**config.mk**
```make
export PLATFORM = sky130hd
export DESIGN_NAME = display_scan_ctrl_flat
export DESIGN_NICKNAME = d
export VERILOG_FILES = /design/src/rtl/display_scan_ctrl_if.sv /design/src/rtl/display_scan_ctrl.sv /design/src/flat_wrapper.sv
export SDC_FILE = /design/constraint.sdc
export NUM_CORES = 1
export LEC_CHECK = 0
export ABC_AREA = 1
export BUFFER_PORTS_ARGS = -buffer_cell sky130_fd_sc_hd__buf_2
export CAP_MARGIN = 10
export CELL_PAD_IN_SITES_DETAIL_PLACEMENT = 0
export CELL_PAD_IN_SITES_GLOBAL_PLACEMENT = 1
export CORE_ASPECT_RATIO = 0.6
export CORE_UTILIZATION = 41
export CTS_CLUSTER_DIAMETER = 80
export DETAILED_ROUTE_END_ITERATION = 8
export GPL_ROUTABILITY_DRIVEN = 0
export PLACE_DENSITY_LB_ADDON = 0.1
export SLEW_MARGIN = 40
export SYNTH_ARGS = -nofsm -noshare
export SYNTH_HDL_FRONTEND = slang
export SYNTH_SLANG_ARGS = --single-unit
```
**constraint.sdc**
```tcl
create_clock -name Clk -period 2.5 [get_ports Clk]
set_input_delay 0.25 -clock Clk [delete_from_list [all_inputs] [get_ports Clk]]
set_output_delay 0.25 -clock Clk [all_outputs]
set_load 0.05 [all_outputs]
```
**src/rtl/display_scan_ctrl_if.sv**
```systemverilog
`default_nettype none
// ============================================================================
// Module   : display_scan_ctrl_if
// Purpose  : Bus bundle between a host and the display scan controller.
//            The host loads digit data and masks and receives frame and
//            commit strobes. The controller drives the shared decoder
//            nibble and the digit-select lines.
// Revision : 1.0 - initial release
// ============================================================================
interface display_scan_ctrl_if #(
    parameter int NB_DIGITS = 4
);
    logic                   Load;
    logic [4*NB_DIGITS-1:0] DataIn;
    logic [NB_DIGITS-1:0]   BlankMask;
    logic                   LZEnable;
    logic [3:0]             BinOut;
    logic [NB_DIGITS-1:0]   DigitSel;
    logic                   FrameTick;
    logic                   LoadAck;

    modport master (
        output Load, DataIn, BlankMask, LZEnable,
        input  BinOut, DigitSel, FrameTick, LoadAck
    );

    modport slave (
        input  Load, DataIn, BlankMask, LZEnable,
        output BinOut, DigitSel, FrameTick, LoadAck
    );
endinterface
`default_nettype wire

```
**src/rtl/display_scan_ctrl.sv**
```systemverilog
`default_nettype none
// ============================================================================
// Module   : display_scan_ctrl
// Purpose  : Time-multiplexed scan controller for an NB_DIGITS-digit
//            7-segment display that shares one decoder. Each digit slot
//            starts with a blanking interval. Loaded data is double-buffered
//            and lands only on frame boundaries. Leading-zero suppression
//            and per-digit masking are supported.
// Revision : 1.0 - initial release
// ============================================================================
module display_scan_ctrl #(
    parameter int NB_DIGITS    = 4,
    parameter int PRESCALE     = 50000,
    parameter int BLANK_CYCLES = 500,
    parameter int CC_CA        = 0
) (
    input  wire logic          Clk,
    input  wire logic          Reset,
    display_scan_ctrl_if.slave bus
);
    localparam int CNT_W = $clog2(PRESCALE);
    localparam int IDX_W = $clog2(NB_DIGITS);
    localparam logic [CNT_W-1:0]     C_SLOT_LAST  = CNT_W'(PRESCALE - 1);
    localparam logic [CNT_W-1:0]     C_BLANK_LAST = CNT_W'(BLANK_CYCLES - 1);
    localparam logic [CNT_W-1:0]     C_CNT_ONE    = CNT_W'(1);
    localparam logic [IDX_W-1:0]     C_IDX_LAST   = IDX_W'(NB_DIGITS - 1);
    localparam logic [IDX_W-1:0]     C_IDX_ONE    = IDX_W'(1);
    localparam logic [NB_DIGITS-1:0] C_SEL_OFF    = {NB_DIGITS{CC_CA != 0}};

    typedef enum logic [0:0] {
        ST_BLANK = 1'b0,
        ST_SHOW  = 1'b1
    } state_t;

    state_t                 state_q, state_d;
    logic [CNT_W-1:0]       SlotCnt_q, SlotCnt_d;
    logic [IDX_W-1:0]       Index_q, Index_d;
    logic [4*NB_DIGITS-1:0] Active_q, Active_d;
    logic [4*NB_DIGITS-1:0] Pending_q, Pending_d;
    logic [NB_DIGITS-1:0]   ActiveMask_q, ActiveMask_d;
    logic [NB_DIGITS-1:0]   PendingMask_q, PendingMask_d;
    logic                   PendFlag_q, PendFlag_d;
    logic [3:0]             BinOut_q, BinOut_d;
    logic [NB_DIGITS-1:0]   DigitSel_q, DigitSel_d;
    logic                   FrameTick_q, FrameTick_d;
    logic                   LoadAck_q, LoadAck_d;

    logic                   slot_wrap;
    logic                   frame_end;
    logic                   commit;
    logic                   dark;
    logic [NB_DIGITS-1:0]   upper_zero;
    logic [NB_DIGITS-1:0]   sel_onehot;

    // upper_zero[k] = every active nibble at index >= k is zero
    always_comb begin
        upper_zero = '0;
        upper_zero[NB_DIGITS-1] = (Active_q[4*NB_DIGITS-1 -: 4] == 4'h0);
        for (int k = NB_DIGITS - 2; k >= 0; k--) begin
            upper_zero[k] = upper_zero[k+1] && (Active_q[4*k +: 4] == 4'h0);
        end
    end

    // Next-state logic; outputs are computed from next-cycle slot position
    always_comb begin
        slot_wrap = (SlotCnt_q == C_SLOT_LAST);
        frame_end = slot_wrap && (Index_q == C_IDX_LAST);
        commit    = frame_end && PendFlag_q;

        SlotCnt_d = slot_wrap ? '0 : SlotCnt_q + C_CNT_ONE;
        Index_d   = Index_q;
        if (slot_wrap) begin
            Index_d = (Index_q == C_IDX_LAST) ? '0 : Index_q + C_IDX_ONE;
        end

        state_d = state_q;
        if (slot_wrap) begin
            state_d = ST_BLANK;
        end else if (SlotCnt_q == C_BLANK_LAST) begin
            state_d = ST_SHOW;
        end

        // Digit 0 is exempt from leading-zero suppression
        dark = ActiveMask_q[Index_d] ||
               (bus.LZEnable && (Index_d != '0) && upper_zero[Index_d]);

        sel_onehot = '0;
        if ((state_d == ST_SHOW) && !dark) begin
            sel_onehot[Index_d] = 1'b1;
        end
        DigitSel_d = (CC_CA != 0) ? ~sel_onehot : sel_onehot;

        // One-cycle lag on the nibble; the blank interval hides it
        BinOut_d = Active_q[{Index_q, 2'b00} +: 4];

        Pending_d     = bus.Load ? bus.DataIn    : Pending_q;
        PendingMask_d = bus.Load ? bus.BlankMask : PendingMask_q;
        Active_d      = commit ? Pending_q     : Active_q;
        ActiveMask_d  = commit ? PendingMask_q : ActiveMask_q;
        // A load on the commit edge re-arms the flag for the next frame
        PendFlag_d    = bus.Load ? 1'b1 : (commit ? 1'b0 : PendFlag_q);

        FrameTick_d = frame_end;
        LoadAck_d   = commit;
    end

    // Scan state, buffers and registered outputs
    always_ff @(posedge Clk or posedge Reset) begin
        if (Reset) begin
            state_q       <= ST_BLANK;
            SlotCnt_q     <= '0;
            Index_q       <= '0;
            Active_q      <= '0;
            Pending_q     <= '0;
            ActiveMask_q  <= '0;
            PendingMask_q <= '0;
            PendFlag_q    <= 1'b0;
            BinOut_q      <= 4'h0;
            DigitSel_q    <= C_SEL_OFF;
            FrameTick_q   <= 1'b0;
            LoadAck_q     <= 1'b0;
        end else begin
            state_q       <= state_d;
            SlotCnt_q     <= SlotCnt_d;
            Index_q       <= Index_d;
            Active_q      <= Active_d;
            Pending_q     <= Pending_d;
            ActiveMask_q  <= ActiveMask_d;
            PendingMask_q <= PendingMask_d;
            PendFlag_q    <= PendFlag_d;
            BinOut_q      <= BinOut_d;
            DigitSel_q    <= DigitSel_d;
            FrameTick_q   <= FrameTick_d;
            LoadAck_q     <= LoadAck_d;
        end
    end

    assign bus.BinOut    = BinOut_q;
    assign bus.DigitSel  = DigitSel_q;
    assign bus.FrameTick = FrameTick_q;
    assign bus.LoadAck   = LoadAck_q;
endmodule
`default_nettype wire

```
**src/flat_wrapper.sv**
```systemverilog
// flat-port wrapper written by rule: the top's interface ports become plain ports
module display_scan_ctrl_flat 
#(
    parameter int NB_DIGITS    = 4,
    parameter int PRESCALE     = 50000,
    parameter int BLANK_CYCLES = 500,
    parameter int CC_CA        = 0
)
  (Clk, Reset, bus_Load, bus_DataIn, bus_BlankMask, bus_LZEnable, bus_BinOut, bus_DigitSel, bus_FrameTick, bus_LoadAck);
  display_scan_ctrl_if #(.NB_DIGITS(NB_DIGITS)) bus_i ();
  input  wire logic Clk;
  input  wire logic Reset;
  input wire logic [$bits(bus_i.Load)-1:0] bus_Load;
  input wire logic [$bits(bus_i.DataIn)-1:0] bus_DataIn;
  input wire logic [$bits(bus_i.BlankMask)-1:0] bus_BlankMask;
  input wire logic [$bits(bus_i.LZEnable)-1:0] bus_LZEnable;
  output wire logic [$bits(bus_i.BinOut)-1:0] bus_BinOut;
  output wire logic [$bits(bus_i.DigitSel)-1:0] bus_DigitSel;
  output wire logic [$bits(bus_i.FrameTick)-1:0] bus_FrameTick;
  output wire logic [$bits(bus_i.LoadAck)-1:0] bus_LoadAck;
  assign bus_i.Load = bus_Load;
  assign bus_i.DataIn = bus_DataIn;
  assign bus_i.BlankMask = bus_BlankMask;
  assign bus_i.LZEnable = bus_LZEnable;
  assign bus_BinOut = bus_i.BinOut;
  assign bus_DigitSel = bus_i.DigitSel;
  assign bus_FrameTick = bus_i.FrameTick;
  assign bus_LoadAck = bus_i.LoadAck;
  display_scan_ctrl #(.NB_DIGITS(NB_DIGITS), .PRESCALE(PRESCALE), .BLANK_CYCLES(BLANK_CYCLES), .CC_CA(CC_CA)) u_core (.Clk(Clk), .Reset(Reset), .bus(bus_i));
endmodule
```
# Word level (Yosys, flattened, before mapping)

Cells that the tools add are included.

Bits in latches: 0
Memory bits (writable): 0
Input bits: 24
Memories: 0
Register bits: 70
Bits in read-only memories: 0
Output and inout bits: 10
Word-level logic and storage cells: 51

Bitwise logic cells: 0
Add/sub/neg operators: 2
Shifts and indexed selects: 1
Multiplexer cells: 14
$mul: 0
Divide/modulo/power cells: 0
Reduce and logical (&&, ||, !) cells: 17
Magnitude comparators: 2
Equality and inequality tests: 3

Operator list:

| kind                    | number |
|---|---|
| $add A16 B1 Y16 const B | 1 |
| $eq A16 B16 Y1 const B  | 1 |
| $eq A16 B9 Y1 const B   | 1 |
| $logic_not A4 Y1        | 4 |
| $mux W16                | 1 |
| $shiftx A16 B5 Y4       | 1 |
| $logic_and A1 B1 Y1     | 9 |
| $mux W1                 | 7 |
| $bmux W1 S2             | 2 |
| $mux W2                 | 2 |
| $mux W4                 | 1 |
| $reduce_bool A2 Y1      | 2 |
| $lt A2 B3 Y1 const B    | 1 |
| $add A2 B1 Y2 const B   | 1 |
| $demux W1 S2            | 1 |
| $eq A2 B2 Y1 const B    | 1 |
| $ge A2 B1 Y1 const B    | 1 |
| $logic_not A1 Y1        | 1 |
| $logic_or A1 B1 Y1      | 1 |

# Depth between registers and ports, before layout

Gate-level depths: netlist of run 1.

Depth in word-level cells: 11
Gate-level depth with buffers: 12

# Least setup slack after synthesis of run 1

OpenSTA, ideal clock, no wires.

Path kind: reg2reg
From: register u_core.SlotCnt_q[0]
To: register u_core.DigitSel_q[0], in the netlist u_core.bus.DigitSel[0]
Library setup time: 0.116 ns
Setup slack: 0.956 ns
Cell stages (with the launch flop): 11
Data required time: 2.384 ns
Buffers on the path: 0
Arrival: 1.428 ns
Path through: dfrtp_1 ha_1 nand3_2 nor2_4 nand3_1 nand2_4 nand2_1 nand2_1 nand3_1 nand2_2 nor2_1

Cells in the longest elaborated chain, start to end: 9
Elaborated cells between the ends (all ways): 21
Classes of those cells: order compare (2); eq/ne (2); mux (10); reduce/logical (7)

RTL lines:

| item                                                                 | RTL line                 | source |
|---|---|---|
| start, declared                                                      | display_scan_ctrl.sv:36  | `logic [CNT_W-1:0] SlotCnt_q, SlotCnt_d;` |
| start signal, assigned                                               | display_scan_ctrl.sv:124 | `SlotCnt_q <= SlotCnt_d;` |
| $eq A16 B16 Y1 *                                                     | display_scan_ctrl.sv:66  | `slot_wrap = (SlotCnt_q == C_SLOT_LAST);` |
| $mux W2 *                                                            | display_scan_ctrl.sv:72  | `if (slot_wrap) begin` |
| net u_core.Index_d[1]                                                | display_scan_ctrl.sv:37  | `logic [IDX_W-1:0] Index_q, Index_d;` |
| parallel branches: the longest is 6 deep, another holds $lt A2 B3 Y1 | -                        |  |
| $mux W4 *                                                            | display_scan_ctrl.sv:88  | `if ((state_d == ST_SHOW) && !dark) begin` |
| net u_core.DigitSel_d[0]                                             | display_scan_ctrl.sv:44  | `logic [NB_DIGITS-1:0] DigitSel_q, DigitSel_d;` |
| end signal, assigned                                                 | display_scan_ctrl.sv:132 | `DigitSel_q <= DigitSel_d;` |
| end, declared                                                        | display_scan_ctrl.sv:44  |  |

Mark *: on every way through the listed nets, which the timed path passes. The select of a mux whose other input is x is not followed.
A chain may end at the register's enable or synchronous reset.

# Worst setup path in the final report of run 1

From: register u_core.SlotCnt_q[0]
To: register u_core.Active_q[11]

Cells in the longest elaborated chain, start to end: 3

RTL lines:

| item                   | RTL line                 | source |
|---|---|---|
| $eq A16 B16 Y1         | display_scan_ctrl.sv:66  |  |
| $logic_and A1 B1 Y1    | display_scan_ctrl.sv:67  | `frame_end = slot_wrap && (Index_q == C_IDX_LAST);` |
| net u_core.FrameTick_d | display_scan_ctrl.sv:45  | `logic FrameTick_q, FrameTick_d;` |
| $logic_and A1 B1 Y1    | display_scan_ctrl.sv:68  | `commit = frame_end && PendFlag_q;` |
| end signal, assigned   | display_scan_ctrl.sv:126 | `Active_q <= Active_d;` |
| end, declared          | display_scan_ctrl.sv:38  | `logic [4*NB_DIGITS-1:0] Active_q, Active_d;` |

The timed path passes the listed nets, and every way through them passes these cells.

==> metrics.md, run 1 <==
| Metric | Value |
|---|---|
| CTS sink cnt | `70` |
| Largest area contributor in the netlist | `dfrtp_1` |
| Critical path class | `reg2reg` |
| Crit-path max FO | `41` |
| Clk_skew | `0.006879 ns` |
| Final setup margin | `0.4542 ns` |
| RSZ-0062 raised after global routing | `false` |
| N_diodes | `0` |
| Post-Layout Inst Area | `3714 um2` |
| Post-CTS setup buffer count | `0` |
| Pins Over Slew Limit | `0` |
| Slew Limit Headroom | `0.5297` |
| Synth warn | `0` |
| Pre-antenna DRT Iters | `5` |
| Worst setup SP type | `flip-flop` |
| Final period util | `0.8183` |
| Worst Hold Class | `in2async` |
| Final wirelength | `6.308 mm` |
| HPWL Detailed | `4.629 mm` |
| Share of the synthesized area in the top cell type | `0.5654` |
| Violated checks | `negative hold slack` |
| Hold buffer count at CTS | `0` |
| Antenna violations before repair | `0` |
| Flops & latches, synth | `70` |
| EDFF count, synth | `0` |
| Post-CTS sizing | `0` |
| Number of H-tree levels | `3` |
| Buf/Inv on CP | `0` |
| Worst Path Required | `2.68 ns` |
| Slew of the pin with the lowest slew margin | `0.7030 ns` |
| Synth Cell Area | `3098 um2` |
| Avg Synthesized Cell Area | `8.629 um2` |
| Residual DRC | `0` |
| Count leader, synth | `nand2_1` |
| Final hold violation count | `21` |
| Worst path cell trace | `ha_1 -> nand3_2 -> nor2_2 -> nand2_1 -> nor2_4 -> nand2_2 -> nand2_1 -> o21ai_1` |
| Root buffer cell | `clkbuf_16` |
| FP Rows | `24` |
| Crit path capture type | `flip-flop` |
| GR Util All Layers | `0.1848` |
| Cell Pwr Density | `715.2 nW/um2` |
| Max-cap viol count | `0` |
| GR Overflow Total | `0` |
| Synth async-reset ratio | `1.000` |
| Fmax achieved | `488.8 MHz` |
| Initial core utilization | `0.4246` |
| Setup crit start | `u_core.SlotCnt_q[0]` |
| Die ar. | `7919 um2` |
| Final cell count without fillers | `505` |
| Pre-CTS setup slack | `0.4675 ns` |
| Horiz. Die Dim | `114.2 um` |
| Chip height | `69.33 um` |
| Top cell by count, worst path | `nand2_1` |
| Post-route ant nets | `0` |
| Worst skew pair latency | `0.32 ns` |
| CP max stage delay | `0.40 ns` |
| Port buffer count | `33` |
| Total core area | `7297 um2` |
| Post-synth top cells | `nand2_1 (80), dfrtp_1 (70), inv_1 (52)` |
| Share of layout cells above drive strength 1 | `0.1771` |
| Status | `finished, violations left` |
| CTS tree | `built` |
| Fin crit period | `2.046 ns` |
| Number of vias per cell | `4.568` |
| Synth top area cells | `dfrtp_1 (57%), nand2_1 (9.7%), inv_1 (6.3%)` |
| Total Power | `2656 uW` |
| Initial DRC Count | `84` |
| Placed insts | `489` |
| Total CTS buffers | `9` |
| Leakage power total | `0.001910 uW` |
| Placed Area | `3378 um2` |
| Critical Path Slowest Stage Cell | `nand2_2` |
| VDD IR-drop max | `0.0003333 V` |
| Primary FF master, synth | `dfrtp_1` |
| Vias in the first global route | `2182` |
| Final setup violating endpoints | `0` |
| WL/cell | `12.49 um` |
| Reg clk slew, reported paths | `0.05 ns` |
| TNS Setup | `0 ns` |
| Synth cell types | `29` |
| Critical path arrival | `2.23 ns` |
| I/O pins | `34` |
| NumNets Final | `422` |
| CP top delay family | `simple AND/OR/NAND/NOR gates` |
| Hold WS | `-0.01155 ns` |
| Syn Nets | `385` |
| Layout area overhead | `19.87%` |
| Total vias in the final route | `2307` |
| Post-Synthesis Cells | `359` |
| RR Startpoint | `u_core.SlotCnt_q[0]` |
| Largest net degree at the start of global routing | `42` |
| Clk buf depth | `2` |
| First-pass GRT wire length | `10.94 mm` |
| Sequential-to-total area share from yosys stat | `0.5654` |
registers in the layout, indices dropped and copies added, names as in the netlist:
name,cells
u_core.ActiveMask_q,4
u_core.Active_q,16
u_core.Index_q,2
u_core.PendFlag_q,1
u_core.PendingMask_q,4
u_core.Pending_q,16
u_core.SlotCnt_q,16
u_core.bus.BinOut,4
u_core.bus.DigitSel,4
u_core.bus.FrameTick,1
u_core.bus.LoadAck,1
u_core.state_q,1
cells by family after synthesis:
family / synth area share
AO/OA/AOI/OAI: 0.1139
XOR/XNOR: 0.008483
adder cells (fa/ha/maj): 0.008076
buffers and inverters: 0.07916
flip-flops: 0.5654
AND/OR/NAND/NOR: 0.2250
layout by cell type, fill, tap and decap left out, types with 5 or more instances in the layout:
master and instances:
buf_2 33, inv_1 51, dfrtp_1 70, nand3_1 13, nor2_2 5, o21ai_1 21, nand2_2 6, nand2_1 80
nor2_1 34, a21oi_1 6, clkbuf_16 9, o21ai_0 32
area by class of cell:
cell class | count | area [um2]
multi-input cells | 226 | 1101
repair buffers | 35 | 192.7
flip-flops and latches | 70 | 1752
inverters | 54 | 202.7
fillers | 692 | 3583
clock buffers | 13 | 270.3
clock inverters | 3 | 65.06
well taps | 104 | 130.1
worst paths after layout:
path | endpoint | slack, ns | depth (start not counted)
setup / recovery | u_core.Active_q[11] | 0.45 | 8
hold / removal | u_core.bus.LoadAck | -0.01 | 2
setup reg to reg | u_core.Active_q[11] | 0.45 | 8
hold reg to reg | u_core.SlotCnt_q[0] | 0.46 | 1
max in group asynchronous | u_core.Active_q[4] | 1.84 | 3
min in group Clk | u_core.Pending_q[4] | 0.13 | 3
per-stage QoR:
step,hold WS [ns],util
after floorplan,0.3573,-
after global placement,0.3565,0.4630
after detailed placement,0.3575,0.4630
after CTS,0.007704,0.5089
after global routing,0.04419,0.5089
final,-0.01155,0.5089
power by group:
group / total, uW / internal (uW) / switching, uW
logic: 92.6 / 30.8 / 61.8
registers: 1170 / 1160 / 7.13
clock network: 1390 / 953 / 441
metal layers:
metal / part of all wire / GRT usage / wire [um] / up-vias
met3: 0.036 / 0.06556 / 226 / 6
met4: 0.0067 / 0.05195 / 42 / 0
met2: 0.37 / 0.2236 / 2331 / 40
met5: 0 / 0 / 0 / -
li1: - / - / - / 1207
met1: 0.59 / 0.2990 / 3707 / 1054
No activity file was read; power rests on OpenSTA's default activity.
==> run 2, diff against run 1 <==
Clock period 2.5 ns to 2.1 ns, I/O delays scaled along.
==> metrics.md, run 2 (synthesized netlist as in run 1, its figures left out) <==
| Metric | Value |
|---|---|
| Status | `completed` |
| Crit path capture type | `flip-flop` |
| Post-Route M1 WL | `3.733 mm (+0.70%)` |
| Setup crit start | `u_core.SlotCnt_q[0]` |
| CTS sink cnt | `70 (unchanged)` |
| Layout area overhead | `21.04%` |
| Leakage power total | `0.001925 uW (+0.81%)` |
| Most frequent cells in the layout | `nand2_1 (80), dfrtp_1 (70), inv_1 (51), nor2_1 (34), buf_2 (33)` |
| Reg clk slew, reported paths | `0.06 ns (about the same)` |
| Critical path arrival | `2.00 ns (-0.23 ns)` |
| Final hold violation count | `0 (-100%)` |
| Horiz. Die Dim | `114.2 um (unchanged)` |
| Critical path class | `reg2reg` |
| Pre-antenna DRT Iters | `4 (-1)` |
| Clk_skew | `0.003672 ns (-0.003208 ns)` |
| Initial core utilization | `0.4246 (unchanged)` |
| Cell Pwr Density | `843.8 nW/um2 (+18%)` |
| Hold_sp | `bus_DataIn[3]` |
| Port buffer count | `33 (unchanged)` |
| Top layer reached by signal wires | `met4` |
| Final wirelength | `6.511 mm (+3.2%)` |
| N_diodes | `0 (unchanged)` |
| Die ar. | `7919 um2 (unchanged)` |
| Max-cap viol count | `0 (unchanged)` |
| RSZ-0062 raised after global routing | `false` |
| R2R setup slack | `0.32 ns (-0.14 ns)` |
| Share of layout cells above drive strength 1 | `0.1832 (+0.006111)` |
| Residual DRC | `0 (unchanged)` |
| RR Startpoint | `u_core.SlotCnt_q[0]` |
| Number of H-tree levels | `3 (unchanged)` |
| Layout Utilization | `0.5139 (+0.004973)` |
| Initial DRC Count | `109 (+30%)` |
| Pre-CTS setup slack | `0.3400 ns (-0.1275 ns)` |
| Worst setup SP type | `flip-flop` |
| Hold Path Sink | `u_core.Pending_q[3]` |
| Worst Path Required | `2.32 ns (-0.36 ns)` |
| GR Overflow Total | `0 (unchanged)` |
| TNS Setup | `0 ns (unchanged)` |
| HPWL Detailed | `4.736 mm (+2.3%)` |
| NumNets Final | `425 (+0.71%)` |
| Total vias in the final route | `2315 (+0.35%)` |
| Top Registers | `u_core.Active_q x16, u_core.Pending_q x16, u_core.SlotCnt_q x16` |
| Vias in the first global route | `2181 (-0.046%)` |
| WL/cell | `12.82 um (+2.6%)` |
| Slew Limit Headroom | `0.6044 (+0.07472)` |
| Worst skew pair latency | `0.33 ns (about the same)` |
| Worst Hold Class | `in2reg` |
| Most common cell after layout, fill and taps aside | `nand2_1` |
| Clk buf depth | `2 (unchanged)` |
| Met2 WL | `2.372 mm (+1.8%)` |
| Total core area | `7297 um2 (unchanged)` |
| Final period util | `0.8494 (+0.03110)` |
| Crit-path max FO | `41 (unchanged)` |
| Filler cells | `729 (+5.3%)` |
| Worst r2r dst | `u_core.Active_q[3]` |
| Total CTS buffers | `9 (unchanged)` |
| Largest net degree at the start of global routing | `42 (unchanged)` |
| Final setup margin | `0.3162 ns (-0.1380 ns)` |
| VDD IR-drop max | `0.0004638 V (+39%)` |
| Pins Over Slew Limit | `0 (unchanged)` |
| Slew of the pin with the lowest slew margin | `0.5934 ns (-0.1096 ns)` |
| Cells on worst reg2reg path | `9 (+1)` |
| Multi-input logic area | `1101 um2 (unchanged)` |
| Hold path depth | `3` |
| Chip height | `69.33 um (unchanged)` |
| Antenna violations before repair | `0 (unchanged)` |
| GR Util All Layers | `0.1861 (+0.001272)` |
| Wire length on met3 | `336 um (+49%)` |
| Post-route ant nets | `0 (unchanged)` |
| First-pass GRT wire length | `10.93 mm (about the same)` |
| Fmax achieved | `560.6 MHz (+15%)` |
| Final setup violating endpoints | `0 (unchanged)` |
| Number of vias per cell | `4.557 (-0.25%)` |
| I/O pins | `34 (unchanged)` |
| CTS tree | `built` |
| FF/Latch Area | `1752 um2 (unchanged)` |
| FP Rows | `24 (unchanged)` |
| Root buffer cell | `clkbuf_16` |
| Fin crit period | `1.784 ns (-0.2620 ns)` |
## run 2: how the worst max path moves through the flow
| stage | endpoint | slack [ns] |
|---|---|---|
| global placement | u_core.Active_q[8] | 0.37 |
| CTS | u_core.Active_q[3] | 0.31 |
| detailed placement | u_core.Active_q[13] | 0.34 |
| floorplan | u_core.ActiveMask_q[0] | 0.12 |
| global route | u_core.Active_q[13] | 0.18 |
| finish | u_core.Active_q[3] | 0.32 |
## run 2: what timing repair did
action	4_1_cts	5_1_grt
resized for setup	0	0
hold buffers	1	0
setup buffers	0	0
hold endpoints to repair	9	0
## run 2: per-stage QoR
stage	hold WS, ns	cell area [um2]	cells	power, uW
after detailed placement	0.1743	3406	491	1532
after CTS	0.06897	3750	508	3217
after global routing	0.08767	3750	508	3295
after floorplan	0.3173	3098	359	1479
after global placement	0.1700	3406	491	1528
final	0.07995	3750	508	3164
## run 2: layer usage
layer | track usage | vias up
li1 | - | 1203
met1 | 0.2958 | 1055
met2 | 0.2276 | 46
met3 | 0.06294 | 11
met4 | 0.06494 | 0
met5 | 0 | -
## run 2: power by group
part           internal (uW)  switching, uW  total, uW
Combinational           39.1           74.6        114
Sequential              1380           8.76       1390
Clock                   1100            555       1660
Total                   2530            638       3160
## run 2: cell type report
cell class,count,area share
Sequential cell,70,0.4671
Multi-Input combinational cell,226,0.2936
Clock buffer,11,0.06740
Timing Repair Buffer,38,0.06139
Inverter,54,0.05405
Tap cell,104,0.03470
Clock inverter,5,0.02169
## run 2: worst max-delay path: stages, from the launching register on
cell and delay [ns]:
dfrtp_1 0.37, ha_1 0.23, nand3_2 0.18, nor2_2 0.20
nand2_1 0.14, nor2_4 0.14, nand2_2 0.08, buf_12 0.17
nand2_1 0.08, o21ai_1 0.06
